File: config.mk
export PLATFORM = sky130hd
export DESIGN_NAME = neuron_update_unit
export DESIGN_NICKNAME = d
export VERILOG_FILES = /design/src/rtl/nu_pkg.sv /design/src/rtl/nu_mac.sv /design/src/rtl/neuron_update_unit.sv
export SDC_FILE = /design/constraint.sdc
export NUM_CORES = 1
export LEC_CHECK = 0
export BUFFER_PORTS_ARGS = -buffer_cell sky130_fd_sc_hd__clkbuf_2
export CAP_MARGIN = 15
export CORE_ASPECT_RATIO = 2
export CORE_MARGIN = 2
export CORE_UTILIZATION = 48
export DETAILED_ROUTE_END_ITERATION = 12
export HOLD_SLACK_MARGIN = 0.12
export PLACE_DENSITY = 0.88
export SYNTH_ARGS = -nofsm -noshare
export SYNTH_HDL_FRONTEND = slang
export SYNTH_SLANG_ARGS = --single-unit
File: constraint.sdc
create_clock -name learn_clock -period 5.6 [get_ports learn_clock]
set_clock_uncertainty 0.1 [all_clocks]
set_input_delay 1.12 -clock learn_clock [delete_from_list [all_inputs] [get_ports learn_clock]]
set_output_delay 1.12 -clock learn_clock [all_outputs]
set_load 0.005 [all_outputs]
File: src/rtl/nu_pkg.sv
// Shared constants, neuron state encodings and FSM state type for the neuron update unit.
package nu_pkg;

    localparam int N_NEURONS = 20;
    localparam int W_WIDTH   = 10;
    localparam int ACC_WIDTH = 16;

    localparam logic [1:0] POS  = 2'b01;
    localparam logic [1:0] ZERO = 2'b00;
    localparam logic [1:0] NEG  = 2'b11;

    typedef enum logic [1:0] {
        IDLE  = 2'd0,
        ACCUM = 2'd1,
        EMIT  = 2'd2
    } nu_state_t;

endpackage

File: src/rtl/nu_mac.sv
// One multiply-accumulate step: acc + weight * neuron, with neuron in {-1, 0, +1}.
module nu_mac
    import nu_pkg::*;
#(
    parameter int WW = 10,
    parameter int AW = 16
) (
    input  logic signed [WW-1:0] weight,
    input  logic        [1:0]    state,
    input  logic signed [AW-1:0] acc,
    output logic signed [AW-1:0] acc_next
);

    logic signed [WW+1:0] wide_s;
    logic signed [WW+1:0] prod_s;

    assign wide_s = {{2{weight[WW-1]}}, weight};

    // Product select; the unused 2'b10 code contributes nothing.
    always_comb begin
        prod_s = '0;
        case (state)
            POS:     prod_s = wide_s;
            NEG:     prod_s = -wide_s;
            default: prod_s = '0;
        endcase
    end

    assign acc_next = acc + {{(AW-WW-2){prod_s[WW+1]}}, prod_s};

endmodule

File: src/rtl/neuron_update_unit.sv
// Sequential Hopfield-style neuron update: one weighted sum per start, thresholded and shifted into xalt.
// Optional NEURON_BIAS_EN adds a signed bias port that seeds the accumulator.
module neuron_update_unit #(
    parameter int N_NEURONS = nu_pkg::N_NEURONS,
    parameter int W_WIDTH   = nu_pkg::W_WIDTH
) (
    input  logic                          learn_clock,
    input  logic                          rst_n,
    input  logic [N_NEURONS*W_WIDTH-1:0]  weights_packed,
    input  logic                          load,
    input  logic [2*N_NEURONS-1:0]        init_state,
    input  logic                          start,
`ifdef NEURON_BIAS_EN
    input  logic signed [W_WIDTH-1:0]     bias,
`endif
    output logic signed [1:0]             xin,
    output logic [2*N_NEURONS-1:0]        xalt,
    output logic                          xin_valid,
    output logic                          busy
);

    import nu_pkg::*;

    localparam int ACC_W = W_WIDTH + (ACC_WIDTH - nu_pkg::W_WIDTH);
    localparam int IDX_W = (N_NEURONS > 1) ? $clog2(N_NEURONS) : 1;
    localparam logic [IDX_W-1:0] LAST_IDX = IDX_W'(N_NEURONS - 1);

    nu_state_t                  state_r;
    nu_state_t                  state_next_s;
    logic [IDX_W-1:0]           idx_r;
    logic signed [ACC_W-1:0]    acc_r;
    logic signed [ACC_W-1:0]    acc_next_s;
    logic signed [ACC_W-1:0]    acc_init_s;
    logic signed [1:0]          xin_r;
    logic signed [1:0]          xin_new_s;
    logic [2*N_NEURONS-1:0]     xalt_r;
    logic                       xin_valid_r;
    logic                       busy_r;
    logic signed [W_WIDTH-1:0]  weight_s;
    logic [1:0]                 neuron_s;

`ifdef NEURON_BIAS_EN
    assign acc_init_s = {{(ACC_W-W_WIDTH){bias[W_WIDTH-1]}}, bias};
`else
    assign acc_init_s = '0;
`endif

    // Weights are read live; they only change on xin_valid by contract.
    assign weight_s = weights_packed[int'(idx_r)*W_WIDTH +: W_WIDTH];
    assign neuron_s = xalt_r[int'(idx_r)*2 +: 2];

    nu_mac #(
        .WW (W_WIDTH),
        .AW (ACC_W)
    ) u_mac (
        .weight   (weight_s),
        .state    (neuron_s),
        .acc      (acc_r),
        .acc_next (acc_next_s)
    );

    // Next-state logic; load has priority over start in IDLE.
    always_comb begin
        state_next_s = state_r;
        case (state_r)
            IDLE: begin
                if (start && !load) begin
                    state_next_s = ACCUM;
                end else begin
                    state_next_s = IDLE;
                end
            end
            ACCUM: begin
                if (idx_r == LAST_IDX) begin
                    state_next_s = EMIT;
                end else begin
                    state_next_s = ACCUM;
                end
            end
            EMIT:    state_next_s = IDLE;
            default: state_next_s = IDLE;
        endcase
    end

    // Sign threshold; a zero sum keeps the previous output.
    always_comb begin
        xin_new_s = xin_r;
        if (acc_r[ACC_W-1]) begin
            xin_new_s = NEG;
        end else if (acc_r != '0) begin
            xin_new_s = POS;
        end else begin
            xin_new_s = xin_r;
        end
    end

    // State, datapath and registered outputs.
    always_ff @(posedge learn_clock or negedge rst_n) begin
        if (!rst_n) begin
            state_r     <= IDLE;
            idx_r       <= '0;
            acc_r       <= '0;
            xin_r       <= ZERO;
            xalt_r      <= '0;
            xin_valid_r <= 1'b0;
            busy_r      <= 1'b0;
        end else begin
            state_r     <= state_next_s;
            busy_r      <= (state_next_s != IDLE);
            xin_valid_r <= (state_r == EMIT);
            case (state_r)
                IDLE: begin
                    if (load) begin
                        xalt_r <= init_state;
                        xin_r  <= ZERO;
                    end else if (start) begin
                        idx_r <= '0;
                        acc_r <= acc_init_s;
                    end
                end
                ACCUM: begin
                    acc_r <= acc_next_s;
                    idx_r <= idx_r + IDX_W'(1);
                end
                EMIT: begin
                    xin_r  <= xin_new_s;
                    xalt_r <= {xalt_r[2*N_NEURONS-3:0], xin_new_s};
                end
                default: begin
                    idx_r <= '0;
                end
            endcase
        end
    end

    assign xin       = xin_r;
    assign xalt      = xalt_r;
    assign xin_valid = xin_valid_r;
    assign busy      = busy_r;

endmodule

# [After elaboration in Yosys (flattened, before gate mapping)]
# Cells that the tools add are included.
[word_totals] register_bits=67 latch_bits=0 ram_bits=0 mem_bits_ro=0 input_bits=244 out_inout_bits=44 wordCells=48 mem_count=0
[op_classes] n_addsub=3 n_mul=1 div=0 order_cmp=0 eq_ne=8 shifts=2 muxes=16 bitwise_logic=1 n_reduce_logical=10
[op_table] op="200-bit by 10-bit indexed part select with 10-bit output" count=1
[op_table] op="40-bit case mux with 2 select lines" count=1
[op_table] op="40-bit 2-to-1 mux" count=1
[op_table] op="40-bit by 7-bit indexed part select with 2-bit output" count=1
[op_table] op="16-bit 2-to-1 mux" count=2
[op_table] op="16-bit case mux with 2 select lines" count=1
[op_table] op="12-bit case mux with 2 select lines" count=1
[op_table] op="16-bit adder" count=1
[op_table] op="16-bit nonzero test" count=1
[op_table] op="5-bit case mux with 3 select lines" count=1
[op_table] op="10-bit negation with 12-bit output" count=1
[op_table] op="5-bit 2-to-1 mux" count=2
[op_table] op="5-bit by 3-bit multiplier with 8-bit output, second input constant" count=1
[op_table] op="2-bit 2-to-1 mux" count=4
[op_table] op="2-bit case mux with 2 select lines" count=2
[op_table] op="2-bit inequality test, second input constant" count=3
[op_table] op="3-bit AND reduction" count=2
[op_table] op="2-bit nonzero test" count=3
[op_table] op="5-bit by 1-bit adder with 5-bit output, second input constant" count=1
[op_table] op="5-bit == test, second input constant" count=1
[op_table] op="2-bit by 1-bit == test with 1-bit output, second input constant" count=2
[op_table] op="2-bit == test, second input constant" count=2
[op_table] op="2-bit zero test" count=1
[op_table] op="2-bit AND reduction" count=1
[op_table] op="4 further kinds" count=4

# [Longest topological paths before layout]
[depth] depth_word=6 ltp_mapped=20 ltp_nobuf=18

# [By module]
# Synthesis repeated with hierarchy kept, for this count alone.
[unflattened] cells_unflattened=644 hier_area_um2=5881.9
[by_module_without_submodules] mod="neuron_update_unit" n_inst=1 cells_each=517 area_each_um2=4909.7 seq_area_each_um2=1676.6
[by_module_without_submodules] mod="nu_mac" n_inst=1 cells_each=127 area_each_um2=972.2 seq_area_each_um2=0.0

# [Worst setup path before layout]
# No wires, ideal clock.
[synth_timing] path_type="input -> register" from="input port weights_packed[11]" to="register acc_r[12]" setup_ns=0.126 arrival_ns=4.531 required_ns=5.374 path_slack_ns=0.843 cell_stages=16 path_buffers=0 cell_sequence="mux4_1 -> mux2i_1 -> o22a_1 -> and2_1 -> ha_1 -> nor2_1 -> a211oi_1 -> fa_1 -> a21o_1 -> a21oi_1 -> o21ai_0 -> a21oi_1 -> o21ai_0 -> a2111o_1 -> and2_1 -> a221o_1"
[synth_between] elab_chain_len=5
[synth_rtl] element="start: declaration" line="neuron_update_unit.sv:9" source="input logic [N_NEURONS*W_WIDTH-1:0] weights_packed,"
[synth_rtl] element="200-bit by 10-bit indexed part select with 10-bit output *" line="neuron_update_unit.sv:49" source="assign weight_s = weights_packed[int'(idx_r)*W_WIDTH +: W_WIDTH];"
[synth_rtl] element="10-bit negation with 12-bit output" line="nu_mac.sv:24" source="NEG: prod_s = -wide_s;"
[synth_rtl] element="12-bit case mux with 2 select lines *" line="nu_mac.sv:22" source="case (state)"
[synth_rtl] element="16-bit adder *" line="nu_mac.sv:29" source="assign acc_next = acc + {{(AW-WW-2){prod_s[WW+1]}}, prod_s};"
[synth_rtl] element="16-bit case mux with 2 select lines *" line="neuron_update_unit.sv:111" source="case (state_r)"
[synth_rtl] element="end signal: assignment" line="neuron_update_unit.sv:118" source="acc_r <= acc_init_s;"
[synth_rtl] element="end signal: assignment" line="neuron_update_unit.sv:122" source="acc_r <= acc_next_s;"
[synth_rtl] element="end: declaration" line="neuron_update_unit.sv:31" source="logic signed [ACC_W-1:0] acc_r;"
# Every way passes the cells marked *; elsewhere a longest branch is shown, timed or not.
# A chain may end at the register's enable or synchronous reset.

# [Worst setup path in the final report]
[layout_timing] from="register idx_r[0]" to="register acc_r[15]"
[layout_between] elab_chain_len=6 word_cells_on_any_way=9 cone_classes="add/sub: 2; mul: 1; eq/ne: 2; shift: 2; mux: 2"
[layout_rtl] element="start: declaration" line="neuron_update_unit.sv:30" source="logic [IDX_W-1:0] idx_r;"
[layout_rtl] element="start signal: assignment" line="neuron_update_unit.sv:123" source="idx_r <= idx_r + IDX_W'(1);"
[layout_rtl] element="5-bit by 3-bit multiplier with 8-bit output" line="neuron_update_unit.sv:49"
[layout_rtl] element="200-bit by 10-bit indexed part select with 10-bit output" line="neuron_update_unit.sv:49"
[layout_rtl] element="10-bit negation with 12-bit output" line="nu_mac.sv:24"
[layout_rtl] element="12-bit case mux with 2 select lines *" line="nu_mac.sv:22"
[layout_rtl] element="16-bit adder *" line="nu_mac.sv:29"
[layout_rtl] element="16-bit case mux with 2 select lines *" line="neuron_update_unit.sv:111"
# Marked as above.

==> run_results.csv <==
group,metric,value,unit
run_status,outcome,"completed",
yosys,yosysSeqAreaShare,0.285,
yosys,synth-simple-area-share,0.127,
sta,relSlewSlack,0.307,
yosys,synth_xor_area_frac,0.0312,
global_route,antenna_found_initial,7,
sta,tightestPinTransition,1040,ps
yosys,yosys.area.top_type,"dfrtp_1",
yosys,yosysMostFrequentCell,"nand2_1",
clock_tree,cts.sinks,67,
cells_and_area,num-nets-final,1100,
yosys,ys_seq_elements,67,
setup_path,end_kind,"flop",
setup_path,start_kind,"flop",
sta,rsz0062_at_grt,"no",
yosys,avgSynthCellArea,10.5,um2
clock_tree,cts_tree,"yes",
clock_tree,post-cts-setup-buffers,0,
cells_and_area,drive_gt1_frac,0.459,
setup_path,cp.required,5780,ps
route,viasPerCell,6.12,
global_route,grt.total_usage,0.342,
sta,setup_viol,0,
route,drt_drc_violations_left,0,
route,drt_iter0_markers,461,
clock_tree,cts_root_buffer,"clkbuf_16",
cells_and_area,multi_input_area,0.00395,mm2
cells_and_area,regArea,0.00168,mm2
yosys,synth_area,0.00589,mm2
place,dpl_worst_slack,391,ps
global_route,grt_overflow,0,
worst_hold_path,hp-class,"reg -> reg",
setup_path,crit_type,"reg -> reg",
yosys,async_flop_share,1.00,
die,die_area,0.0132,mm2
yosys,synth_compound_area_frac,0.143,
cells_and_area,design_area,0.00776,mm2
die,rows,57,
sta,clock.fmax,201,MHz
yosys,synth.distinct_cells,62,
place,placedCellCount,973,
setup_path,crit_fanout,21,
yosys,synth_common_cells,"76 x nand2_1, 67 x dfrtp_1, 57 x o21ai_0",
place,gp_congestion,1.02,
clock_tree,clock_latency,340,ps
yosys,ys.flop_type,"dfrtp_1",
sta,period_share,0.889,
clock_tree,cts_resized,0,
yosys,synth_edf_count,0,
run,max_cap_violations,0,
clock_tree,clk_path_buf_depth,2,
yosys,synth_mux_area_frac,0.330,
die,die_x,82.3,um
place,io_buffers,287,
cells_and_area,fin_cells,997,
yosys,synth_top_family_by_area,"multiplexers",
power,vdd_drop_max,0.000377,V
setup_path,worstPathArrival,5160,ps
global_route,grt_pass1_vias,6185,
route,wl,22200,um
cells_and_area,syn2layout_area_growth,31.7,%
sta,slew_viol_final,0,
power,total_power,5790,uW
sta,final_hold_viol_count,0,
yosys,syn_nets,823,
yosys,yosysWarnings,0,
clock_tree,numCtsBuffers,9,
clock_tree,clk_pin_slew_worst_paths,60,ps
route,first_pass_iters,6,
die,ios,288,
yosys,synth_top_area_frac,0.285,
global_route,grt_pass1_wl,33000,um
yosys,synth_cells,561,
die,initial_utilization,0.489,
route,num_vias,6100,
place,dp.final_hpwl,18000,um
clock_tree,htreeDepth,3,
cells_and_area,fillers,979,
clock_tree,cts_hold_buf,0,
route,wl_per_cell,22.2,um
power,leakage,0.00410,uW
setup_path,rrSetupSlack,620,ps
sta,finalCriticalPeriod,4980,ps
yosys,synthTopCellsByArea,"dfrtp_1 28%, mux4_2 19%, mux2i_1 9.5%",
power,power_density,747,mW/mm2
yosys,synth-adder-area-share,0.0395,
place,dpl_cell_area,0.00742,mm2
route,ant_nets,0,
sta,setup_ws,622,ps
die,core,0.0121,mm2
die,die_h,161,um
global_route,grt_max_degree,83,
sta,tns,0,ps
## routing by layer
metal	vias up	wire (um)	share of wire	global-route usage
met5	-	0	0	0
met4	0	1430	0.065	0.204
met3	79	1790	0.081	0.0730
met2	333	11500	0.52	0.558
met1	2969	7460	0.34	0.399
li1	2719	-	-	-
## through the flow
| step | utilization | hold WS, ps |
|---|---|---|
| after CTS | 0.641 | 407 |
| after detailed placement | 0.616 | 394 |
| after global placement | 0.616 | 385 |
| after global routing | 0.644 | 443 |
| after floorplan | - | 378 |
| final | 0.644 | 411 |
## flip-flops by register name (all words and copies together), names as in the netlist
name,flops
state_r,2
xalt,40
xin,2
xin_valid,1
acc_r,16
busy,1
idx_r,5
## path summary, 6_finish.rpt
kind,startpoint,end,cells after the start
max,idx_r[0]$_DFFE_PN0P_,acc_r[15]$_DFFE_PN0P_,16
min,xin[0]$_DFFE_PN0P_,xin[0]$_DFFE_PN0P_,1
max reg2reg,idx_r[0]$_DFFE_PN0P_,acc_r[15]$_DFFE_PN0P_,16
min reg2reg,xin[0]$_DFFE_PN0P_,xin[0]$_DFFE_PN0P_,1
max in group asynchronous,rst_n,idx_r[0]$_DFFE_PN0P_,2
min in group asynchronous,rst_n,xalt[5]$_DFFE_PN0P_,1
## worst max-delay path: stages, from the launching register on
cell	delay [ps]
dfrtp_4	670
buf_4	360
mux4_2	590
a22oi_1	180
o211ai_1	250
or4_4	490
o21ai_1	170
xor2_1	150
nor2_1	60
ha_1	350
and3_1	210
a21oi_1	220
o211ai_1	180
a311o_1	340
nand4_1	110
nor4b_1	310
a221o_1	160
## power by group
part	internal (uW)	leakage, uW	switching, uW
clock network	357	0.000143	217
logic	1960	0.00313	2150
registers	747	0.000825	359
## logic make-up (layout without fill, tap and decap cells)
kind of cell | after synthesis | in the layout
adder cells (fa/ha/maj) | 18 | 18
AND/OR/NAND/NOR | 155 | 155
AO/OA/AOI/OAI | 133 | 133
multiplexers | 116 | 116
flip-flops | 67 | 67
XOR/XNOR | 21 | 21
buffers and inverters | 51 | 333
other | 0 | 7
## layout by cell type, fill, tap and decap left out, types with 7 or more instances in the layout
| master | synthesis | final |
|---|---|---|
| a21oi_1 | 20 | 20 |
| clkbuf_16 | 0 | 9 |
| o21ai_0 | 57 | 57 |
| mux4_2 | 51 | 51 |
| inv_1 | 11 | 11 |
| buf_4 | 3 | 16 |
| nand3_1 | 10 | 10 |
| mux4_1 | 9 | 9 |
| xor2_1 | 9 | 9 |
| xnor2_1 | 12 | 12 |
| diode_2 | 0 | 7 |
| dfrtp_1 | 67 | 65 |
| nor2_1 | 23 | 23 |
| nand2_1 | 76 | 76 |
| ha_1 | 17 | 17 |
| mux2i_1 | 56 | 56 |
| clkbuf_2 | 0 | 286 |
## final cells by class
class | count | area share
multi-input cells | 443 | 0.509
flip-flops and latches | 67 | 0.217
repair buffers | 304 | 0.203
clock buffers | 12 | 0.0318
well taps | 147 | 0.0237
clock inverters | 4 | 0.00661
inverters | 13 | 0.00629
diodes | 7 | 0.00226
Note: power is estimated with default switching activity, not from simulation.
